File: src/rtl/sgmii_pkg.sv
// Shared definitions for the SGMII link monitor: status bit positions,
// speed encodings and the link FSM state type.
package sgmii_pkg;

    localparam int STAT_LINK         = 0;
    localparam int STAT_SYNC         = 1;
    localparam int STAT_RXDISPERR    = 5;
    localparam int STAT_RXNOTINTABLE = 6;
    localparam int STAT_PHY_LINK     = 7;
    localparam int STAT_SPEED_LSB    = 10;
    localparam int STAT_SPEED_MSB    = 11;
    localparam int STAT_DUPLEX       = 12;

    localparam logic [1:0] SPEED_10   = 2'b00;
    localparam logic [1:0] SPEED_100  = 2'b01;
    localparam logic [1:0] SPEED_1000 = 2'b10;

    typedef enum logic [1:0] {
        DOWN        = 2'd0,
        DEBOUNCE_UP = 2'd1,
        UP          = 2'd2,
        RESTART     = 2'd3
    } link_state_t;

    function automatic int max_int(input int a, input int b);
        return (a > b) ? a : b;
    endfunction

endpackage

File: src/rtl/sgmii_link_monitor_sat_counter.sv
// Saturating event counter: holds at all-ones, synchronous clear beats increment.
module sat_counter #(
    parameter int WIDTH = 16
) (
    input  logic             clock,
    input  logic             reset,
    input  logic             clear,
    input  logic             inc,
    output logic [WIDTH-1:0] count
);

    always_ff @(posedge clock or negedge reset) begin
        if (!reset) begin
            count <= '0;
        end else if (clear) begin
            count <= '0;
        end else if (inc && (count != '1)) begin
            count <= count + 1'b1;
        end
    end

endmodule

File: src/rtl/sgmii_link_monitor.sv
// SGMII link supervisor: debounces PCS/PMA link status, latches speed/duplex,
// requests autonegotiation restarts and keeps link/error statistics.
module sgmii_link_monitor
    import sgmii_pkg::*;
#(
    parameter int DEBOUNCE_CYCLES        = 1250000,
    parameter int RESTART_TIMEOUT_CYCLES = 125000000,
    parameter int RESTART_PULSE_CYCLES   = 16,
    parameter int CNT_WIDTH              = 16
) (
    input  logic                 clock,
    input  logic                 reset,
    input  logic [15:0]          status_vector,
    input  logic                 an_interrupt,
    input  logic                 irq_ack,
    input  logic                 counters_clear,
    output logic                 link_up,
    output logic [1:0]           speed,
    output logic                 full_duplex,
    output logic                 speed_is_10_100,
    output logic                 speed_is_100,
    output logic                 an_restart_config,
    output logic                 link_change_irq,
    output logic [CNT_WIDTH-1:0] link_down_count,
    output logic [CNT_WIDTH-1:0] rx_error_count,
    output link_state_t          link_state
);

    localparam int TIMER_SPAN = max_int(max_int(DEBOUNCE_CYCLES, RESTART_TIMEOUT_CYCLES),
                                        RESTART_PULSE_CYCLES);
    localparam int TIMER_W    = (TIMER_SPAN > 1) ? $clog2(TIMER_SPAN) : 1;

    // The cycle in DOWN that first sees raw_link counts as the first debounce
    // cycle, so DEBOUNCE_UP itself only needs DEBOUNCE_CYCLES-1 more.
    localparam logic [TIMER_W-1:0] DEBOUNCE_LAST = TIMER_W'(DEBOUNCE_CYCLES - 2);
    localparam logic [TIMER_W-1:0] TIMEOUT_LAST  = TIMER_W'(RESTART_TIMEOUT_CYCLES - 1);
    localparam logic [TIMER_W-1:0] PULSE_LAST    = TIMER_W'(RESTART_PULSE_CYCLES - 1);

    logic [15:0]        status_q;
    logic               an_q;
    logic               an_q_d;
    logic               raw_link;
    logic               rx_error;
    logic [1:0]         speed_seen;
    link_state_t        state;
    link_state_t        state_next;
    logic [TIMER_W-1:0] timer;
    logic [TIMER_W-1:0] timer_next;
    logic               link_gained;
    logic               link_lost;
    logic               irq_set;
    logic               unused_status;

    always_ff @(posedge clock or negedge reset) begin
        if (!reset) begin
            status_q <= '0;
            an_q     <= 1'b0;
            an_q_d   <= 1'b0;
        end else begin
            status_q <= status_vector;
            an_q     <= an_interrupt;
            an_q_d   <= an_q;
        end
    end

    assign raw_link      = status_q[STAT_LINK] & status_q[STAT_SYNC] & status_q[STAT_PHY_LINK];
    assign rx_error      = status_q[STAT_RXDISPERR] | status_q[STAT_RXNOTINTABLE];
    assign speed_seen    = status_q[STAT_SPEED_MSB:STAT_SPEED_LSB];
    assign unused_status = ^{status_q[15:13], status_q[9:8], status_q[4:2]};

    always_ff @(posedge clock or negedge reset) begin
        if (!reset) begin
            state <= DOWN;
            timer <= '0;
        end else begin
            state <= state_next;
            timer <= timer_next;
        end
    end

    always_comb begin
        state_next  = state;
        timer_next  = timer + 1'b1;
        link_gained = 1'b0;
        link_lost   = 1'b0;
        case (state)
            DOWN: begin
                if (raw_link) begin
                    state_next = DEBOUNCE_UP;
                end else if (timer == TIMEOUT_LAST) begin
                    state_next = RESTART;
                end
            end
            DEBOUNCE_UP: begin
                if (!raw_link) begin
                    state_next = DOWN;
                end else if (timer == DEBOUNCE_LAST) begin
                    state_next  = UP;
                    link_gained = 1'b1;
                end
            end
            UP: begin
                timer_next = '0;
                if (!raw_link) begin
                    state_next = DOWN;
                    link_lost  = 1'b1;
                end else if (speed_seen != speed) begin
                    // A renegotiated speed is treated as a fresh link that must re-debounce.
                    state_next = DEBOUNCE_UP;
                    link_lost  = 1'b1;
                end
            end
            RESTART: begin
                if (timer == PULSE_LAST) begin
                    state_next = DOWN;
                end
            end
            default: state_next = DOWN;
        endcase
        if (state_next != state) begin
            timer_next = '0;
        end
    end

    assign irq_set    = link_gained | link_lost | (an_q & ~an_q_d);
    assign link_state = state;

    always_ff @(posedge clock or negedge reset) begin
        if (!reset) begin
            link_up           <= 1'b0;
            speed             <= SPEED_1000;
            full_duplex       <= 1'b1;
            speed_is_10_100   <= 1'b0;
            speed_is_100      <= 1'b0;
            an_restart_config <= 1'b0;
            link_change_irq   <= 1'b0;
        end else begin
            if (link_gained) begin
                link_up     <= 1'b1;
                speed       <= speed_seen;
                full_duplex <= status_q[STAT_DUPLEX];
            end else if (link_lost) begin
                link_up <= 1'b0;
            end
            speed_is_10_100   <= (speed != SPEED_1000);
            speed_is_100      <= (speed == SPEED_100);
            an_restart_config <= (state_next == RESTART);
            if (irq_set) begin
                link_change_irq <= 1'b1;
            end else if (irq_ack) begin
                link_change_irq <= 1'b0;
            end
        end
    end

    sat_counter #(.WIDTH(CNT_WIDTH)) u_link_down_count (
        .clock (clock),
        .reset (reset),
        .clear (counters_clear),
        .inc   (link_lost),
        .count (link_down_count)
    );

    sat_counter #(.WIDTH(CNT_WIDTH)) u_rx_error_count (
        .clock (clock),
        .reset (reset),
        .clear (counters_clear),
        .inc   (rx_error),
        .count (rx_error_count)
    );

endmodule

File: config.mk
export PLATFORM = sky130hd
export DESIGN_NAME = sgmii_link_monitor
export DESIGN_NICKNAME = d
export VERILOG_FILES = /design/src/rtl/sgmii_pkg.sv /design/src/rtl/sgmii_link_monitor_sat_counter.sv /design/src/rtl/sgmii_link_monitor.sv
export SDC_FILE = /design/constraint.sdc
export NUM_CORES = 1
export LEC_CHECK = 0
export CAP_MARGIN = 15
export CORE_UTILIZATION = 50
export CTS_BUF_LIST = sky130_fd_sc_hd__clkbuf_8
export DETAILED_ROUTE_END_ITERATION = 8
export PLACE_DENSITY = 0.78
export SYNTH_ARGS = -nofsm -noshare
export SYNTH_HDL_FRONTEND = slang
export SYNTH_SLANG_ARGS = --single-unit
File: constraint.sdc
create_clock -name clock -period 2.3 [get_ports clock]
set_input_delay 0.46 -clock clock [delete_from_list [all_inputs] [get_ports clock]]
set_output_delay 0.46 -clock clock [all_outputs]
set_load 0.01 [all_outputs]
==> run_results.csv, run 1 <==
group,metric,value,unit
finish,layout.cells.non_filler,575,
grt,antenna_found_initial,0,
synth,syn_nets,428,
critical_path,cp.arrival,2.46,ns
cts,cts_max_path_buffers,2,
cts,cts_sinks,79,
cts,postCtsResizedCells,1,
power_and_ir_drop,totalPowerFinal,3.24,mW
critical_path,worst_setup_path_end_kind,"flop",
synth,synth_warnings,0,
synth,ys_types,45,
power_and_ir_drop,power_frac_clock,36.6,%
die,design.die.area,8290,µm²
grt,grt_pass1_vias,3160,
synth,synth_cells,403,
sta,drv_slew,0,
cts,post_cts_buffers,0,
synth,async_reset_ff_share,100,%
cts,cts_tree,"built",
synth,synth_xor_area_share,9.05,%
grt,grt_max_degree,43,
place,dp.cells,559,
routing,via_per_inst,5.73,
place,port-buffer-count,54,
critical_path,critPathRequiredTime,2.53,ns
critical_path,crit_family,"simple AND/OR/NAND/NOR gates",
die,die_w,91.1,µm
routing,avgRoutedWirePerCell,15.0,µm
sta,rsz0062_at_grt,"no",
grt,track_usage,22.6,%
critical_path,crit_buf_inv,1,
finish,utilization,64.5,%
grt,grt-ovfl-total,0,
finish,antenna_cells,0,
synth,yosysTopAreaCellShare,48.6,%
die,io_pins,63,
sta,fin_crit,2.23,ns
sta,setup_violations,0,
flow_run,cap_violations,0,
power_and_ir_drop,power_density,653,nW/µm²
critical_path,cp_slowest_cell,"or4_1",
finish,layout.nets,493,
synth,synth_area,3970,µm²
place,gp_congestion,0.903,
routing,ant_nets,0,
power_and_ir_drop,internal-power,2.33,mW
synth,synth_top_family_by_area,"simple AND/OR/NAND/NOR gates",
status,status,"finished clean",
routing,drtPass1Iterations,4,
cts,clk_latency,0.36,ns
synth,synth_edf_count,0,
synth,synthMuxAreaShare,2.78,%
die,die_y,91.1,µm
place,place_hpwl,5.85,mm
routing,post-route-drc-count,0,
die,rows,32,
synth,synthTopCellsByArea,"dfrtp_1 49%, xor2_1 6.2%, nor2_1 5.4%, nand4_1 4.1%, xnor2_1 2.9%",
power_and_ir_drop,cellLeakagePower,2.09,nW
power_and_ir_drop,seqPwrFrac,47.8,%
critical_path,crit_fanout,27,
die,core,7690,µm²
synth,synthAdderAreaFrac,1.26,%
power_and_ir_drop,power_frac_comb,15.6,%
finish,areaGrowthSynthToFinish,25.1,%
cts,clk_pin_slew,0.09,ns
routing,initialDrtViolationCount,156,
synth,synth_top_flop_cell,"dfrtp_1",
cts,ctsRootBufferMaster,"clkbuf_8",
sta,skew,0.0136,ns
synth,synth_compound_area_share,8.17,%
synth,yosysMostFrequentCell,"dfrtp_1",
hold_path,hold_path.class,"primary input to asynchronous set/reset pin",
sta,timing_hold_violations_final,0,
routing,wl,8.65,mm
power_and_ir_drop,swShare,28.0,%
critical_path,worstSetupPathType,"flop to flop",
synth,ys_seq_area_share,49.9,%
sta,fmax,449,MHz
routing,vias,3294,
sta,max_slew_margin,55.3,%
sta,setup_tns,0,ns
cts,cts_max_level,3,
synth,synth_commonest_cells,"77 x dfrtp_1, 57 x nor2_1, 28 x xor2_1",
sta,timing.final.crit_share,96.9,%
cts,cts_hold_buf,0,
critical_path,crit_path_max_incr_delay,0.58,ns
power_and_ir_drop,switchingPower,0.908,mW
synth,synth-seq-cells,79,
cts,numCtsBuffers,9,
die,start_util,51.6,%
finish,drive_gt1_share,11.8,%
synth,syn_area_per_cell,9.84,µm²
grt,grt_pass1_wl,15.0,mm
synth,yosys.area.top_type,"dfrtp_1",
synth,synth-simple-area-share,25.7,%
critical_path,crit_chain,"or4_1 > nor4_2 > a2111oi_1 > a211oi_4 > buf_12 > nor2_1",
power_and_ir_drop,ir_worst_vdd,0.481,mV
critical_path,critPathLaunchType,"flop",
sta,worst_pin_slew,0.669,ns
==> cell usage in the layout, fill, tap and decap left out, types with 4 or more instances in the layout <==
cell type         n
dfrtp_1          77
nor2_1           57
clkdlybuf4s50_1  53
xor2_1           28
nand4_1          26
nand3_1          22
nand2_1          19
buf_4            17
nor3_1           14
a21oi_1          13
xnor2_1          13
inv_1            11
and3_1           10
clkbuf_8         10
o21ai_0           8
mux2_2            8
or3_1             7
or4_1             6
nor4_1            6
and4_1            6
nor2b_1           6
o31ai_1           4
ha_1              4
==> worst paths after layout <==
check / slack, ns / endpoint / depth (start not counted) / startpoint
worst max-delay path: 0.07 / timer[7]$_DFF_PN0_ / 6 / timer[4]$_DFF_PN0_
worst min-delay path: 0.08 / u_rx_error_count.count[8]$_DFFE_PN0P_ / 1 / reset
worst max register to register: 0.07 / timer[7]$_DFF_PN0_ / 6 / timer[4]$_DFF_PN0_
worst min register to register: 0.39 / an_q_d$_DFF_PN0_ / 0 / an_q$_DFF_PN0_
max in group asynchronous: 1.62 / timer[8]$_DFF_PN0_ / 2 / reset
min in group clock: 0.39 / an_q_d$_DFF_PN0_ / 0 / an_q$_DFF_PN0_
==> stage by stage <==
| stage | cell area (µm²) | hold slack (ns) | setup slack (ns) |
|---|---|---|---|
| 2_1_floorplan | 3970 | 0.164 | 0.115 |
| 5_1_grt | 4960 | 0.127 | 0.0000839 |
| 6_report | 4960 | 0.0754 | 0.0706 |
| 4_1_cts | 4950 | 0.0952 | 0.0445 |
| 3_5_place_dp | 4710 | 0.371 | 0.0616 |
| 3_3_place_gp | 4710 | 0.355 | 0.0928 |
==> state kept, by name, summed over array words and instances, names as in the netlist <==
name / flops
link_change_irq: 1
an_q: 1
speed: 2
full_duplex: 1
u_link_down_count.count: 16
timer: 27
speed_is_10_100: 1
link_up: 1
status_q: 8
an_restart_config: 1
link_state: 2
an_q_d: 1
u_rx_error_count.count: 16
speed_is_100: 1
==> layer usage <==
metal	GRT usage, %	share of wire [%]
met4	10.8	1.7
met3	4.19	5.2
met2	34.8	48
met1	30.8	45
met5	0	0
==> power by group through the flow <==
stage	clock network, mW	registers (mW)	logic [mW]
global route	1.26	1.56	0.560
finish	1.19	1.55	0.504
detailed placement	0	1.57	0.508
global placement	0	1.57	0.498
floorplan	0	1.57	0.291
CTS	1.21	1.55	0.511
==> final cells by class <==
type                            count  area [µm²]
Multi-Input combinational cell    295        1880
Clock inverter                      6        92.6
Tap cell                          102         128
Clock buffer                       10         138
Timing Repair Buffer               72         698
Fill cell                         630        2730
Inverter                           11        41.3
Sequential cell                    79        1980
==> cells by family after synthesis <==
family	after synthesis
and+or+nand+nor	193
buffers and inverters	29
AOI/OAI and AO/OA	47
DFF	79
muxes	10
adders and majority gates	4
xor gates and xnor gates	41
Power figures use the tool's default switching activity.
==> run 2: changes to the inputs <==
--- a/config.mk
+++ b/config.mk
@@ -5,11 +5,13 @@
 export SDC_FILE = /design/constraint.sdc
 export NUM_CORES = 1
 export LEC_CHECK = 0
-export CAP_MARGIN = 15
+export CAP_MARGIN = 10
 export CORE_UTILIZATION = 50
 export CTS_BUF_LIST = sky130_fd_sc_hd__clkbuf_8
 export DETAILED_ROUTE_END_ITERATION = 8
 export PLACE_DENSITY = 0.78
+export SKIP_CTS_REPAIR_TIMING = 1
+export SKIP_LAST_GASP = 1
 export SYNTH_ARGS = -nofsm -noshare
 export SYNTH_HDL_FRONTEND = slang
 export SYNTH_SLANG_ARGS = --single-unit
==> run 2 against run 1 <==
Count of clock-buffer cells in the layout is the same; clock power is essentially flat; clock skew shrank 0.00073 ns; utilization is the same; combinational power is essentially flat; hold slack gained 0.00075 ns; largest power group unchanged; highest routed layer unchanged.
==> run_results.csv, run 2 (synthesized netlist as in run 1, its figures left out) <==
group,metric,value,unit
status,status,"finished clean",
critical_path,critPathRequiredTime,2.54,ns
die,rows,32,
sta,rsz0062_at_grt,"no",
finish,utilization,64.5,%
die,die_y,91.1,µm
critical_path,rrSetupSlack,0.07,ns
routing,post-route-drc-count,0,
critical_path,crit_path_max_incr_delay,0.58,ns
cts,numCtsBuffers,9,
finish,largestRegisters,"timer (27), u_link_down_count.count (16), u_rx_error_count.count (16)",
finish,layout_commonest_cell,"dfrtp_1",
finish,largest_reg_flops,27,
power_and_ir_drop,cellLeakagePower,2.09,nW
critical_path,critPathLaunchType,"flop",
cts,cts_max_level,3,
routing,drtPass1Iterations,4,
cts,cts_sinks,79,
finish,multi_input_area,1880,µm²
place,preCtsSetupSlack,0.0616,ns
die,die_w,91.1,µm
finish,largest-register,"timer",
power_and_ir_drop,power_frac_clock,36.6,%
sta,layout_setup_ws,0.0715,ns
power_and_ir_drop,ir_worst_vdd,0.480,mV
finish,seqCellArea,1980,µm²
finish,fillers,630,
finish,antenna_cells,0,
place,port-buffer-count,54,
cts,clk_latency,0.35,ns
die,core,7690,µm²
place,gp_congestion,0.903,
finish,final_cell_mix,"77 x dfrtp_1, 57 x nor2_1, 53 x clkdlybuf4s50_1, 28 x xor2_1, 26 x nand4_1",
grt,antenna_found_initial,0,
routing,ant_nets,0,
sta,fmax,449,MHz
critical_path,cp_slowest_cell,"or4_1",
sta,drv_slew,0,
sta,timing_hold_violations_final,0,
power_and_ir_drop,swShare,28.0,%
cts,cts_tree,"built",
die,design.die.area,8290,µm²
cts,cts_max_path_buffers,2,
flow_run,cap_violations,0,
sta,worst_pin_slew,0.650,ns
finish,drive_gt1_share,11.8,%
finish,layout.cells.non_filler,575,
power_and_ir_drop,internal-power,2.33,mW
sta,setup_violations,0,
sta,timing.final.crit_share,96.9,%
grt,track_usage,22.5,%
critical_path,worst_setup_path_end_kind,"flop",
grt,grt-ovfl-total,0,
routing,wl,8.64,mm
grt,grt_pass1_vias,3168,
place,dp.cells,559,
routing,initialDrtViolationCount,149,
critical_path,crit_fanout,27,
sta,max_slew_margin,56.6,%
critical_path,crit_chain,"or4_1 > nor4_2 > a2111oi_1 > a211oi_4 > buf_12 > nor2_1",
sta,skew,0.0128,ns
power_and_ir_drop,power_frac_comb,15.6,%
die,io_pins,63,
grt,grt_max_degree,43,
routing,avgRoutedWirePerCell,15.0,µm
sta,fin_crit,2.23,ns
grt,grt_pass1_wl,14.9,mm
hold_path,hold_path.class,"primary input to asynchronous set/reset pin",
routing,vias,3279,
routing,via_per_inst,5.70,
cts,ctsRootBufferMaster,"clkbuf_8",
critical_path,cp.arrival,2.47,ns
finish,layout.nets,493,
critical_path,worstSetupPathType,"flop to flop",
cts,clk_pin_slew,0.09,ns
power_and_ir_drop,seqPwrFrac,47.9,%
die,start_util,51.6,%
finish,areaGrowthSynthToFinish,25.1,%
power_and_ir_drop,switchingPower,0.905,mW
power_and_ir_drop,power_density,652,nW/µm²
place,place_hpwl,5.85,mm
[run 2: cell counts in the layout (fill, tap and decap cells not counted)]
Identical to the previous run, type by type.
[run 2: cell type report]
type | count | share of cell area [%]
flip-flops and latches | 79 | 39.9
multi-input cells | 295 | 38.0
repair buffers | 72 | 14.1
clock buffers | 10 | 2.77
well taps | 102 | 2.57
clock inverters | 6 | 1.87
inverters | 11 | 0.832
[run 2: final timing paths]
check                              startpoint                                     to  depth (start not counted)
max in group asynchronous               reset                     timer[8]$_DFF_PN0_                          2
min in group clock             an_q$_DFF_PN0_                       an_q_d$_DFF_PN0_                          0
max reg2reg                timer[4]$_DFF_PN0_                    timer[23]$_DFF_PN0_                          6
min                                     reset  u_rx_error_count.count[8]$_DFFE_PN0P_                          1
max                        timer[4]$_DFF_PN0_                    timer[23]$_DFF_PN0_                          6
min reg2reg                    an_q$_DFF_PN0_                       an_q_d$_DFF_PN0_                          0
[run 2: metal layers]
layer  track usage, %  vias up  routed length, µm
met5                0        -                  0
met1             30.6     1621               3950
met3             4.19       14                402
li1                 -     1572                  -
met2             34.9       72               4110
met4             10.8        0                188
[run 2: power by group through the flow]
stage,sequential [mW],combinational [mW],clock (mW)
2_1_floorplan,1.57,0.291,0
3_3_place_gp,1.57,0.498,0
3_5_place_dp,1.57,0.508,0
4_1_cts,1.55,0.511,1.21
5_1_grt,1.56,0.560,1.26
6_report,1.55,0.504,1.18
[run 2: worst max-delay path, delay by kind of cell (launching register included)]
family                 cells  cell delay, ns
AND/OR/NAND/NOR            3            1.06
AO/OA/AOI/OAI              2            0.46
flip-flops                 1            0.38
buffers and inverters      1            0.21
[run 2: per-stage QoR]
stage	cell area, µm²	hold WS [ns]	setup TNS, ns	total power, mW
floorplan	3970	0.164	0	1.86
global placement	4710	0.355	0	2.07
detailed placement	4710	0.371	0	2.08
CTS	4940	0.0952	-0.0922	3.27
global route	4960	0.128	0	3.38
finish	4960	0.0761	0	3.24
==> run 3: changes to the inputs <==
--- a/config.mk
+++ b/config.mk
@@ -9,6 +9,7 @@
 export CORE_UTILIZATION = 50
 export CTS_BUF_LIST = sky130_fd_sc_hd__clkbuf_8
 export DETAILED_ROUTE_END_ITERATION = 8
+export HOLD_SLACK_MARGIN = 0.05
 export PLACE_DENSITY = 0.78
 export SKIP_CTS_REPAIR_TIMING = 1
 export SKIP_LAST_GASP = 1
==> results of run 3 <==
Same layout as run 2: the final DEF is identical, and so are final timing and power.
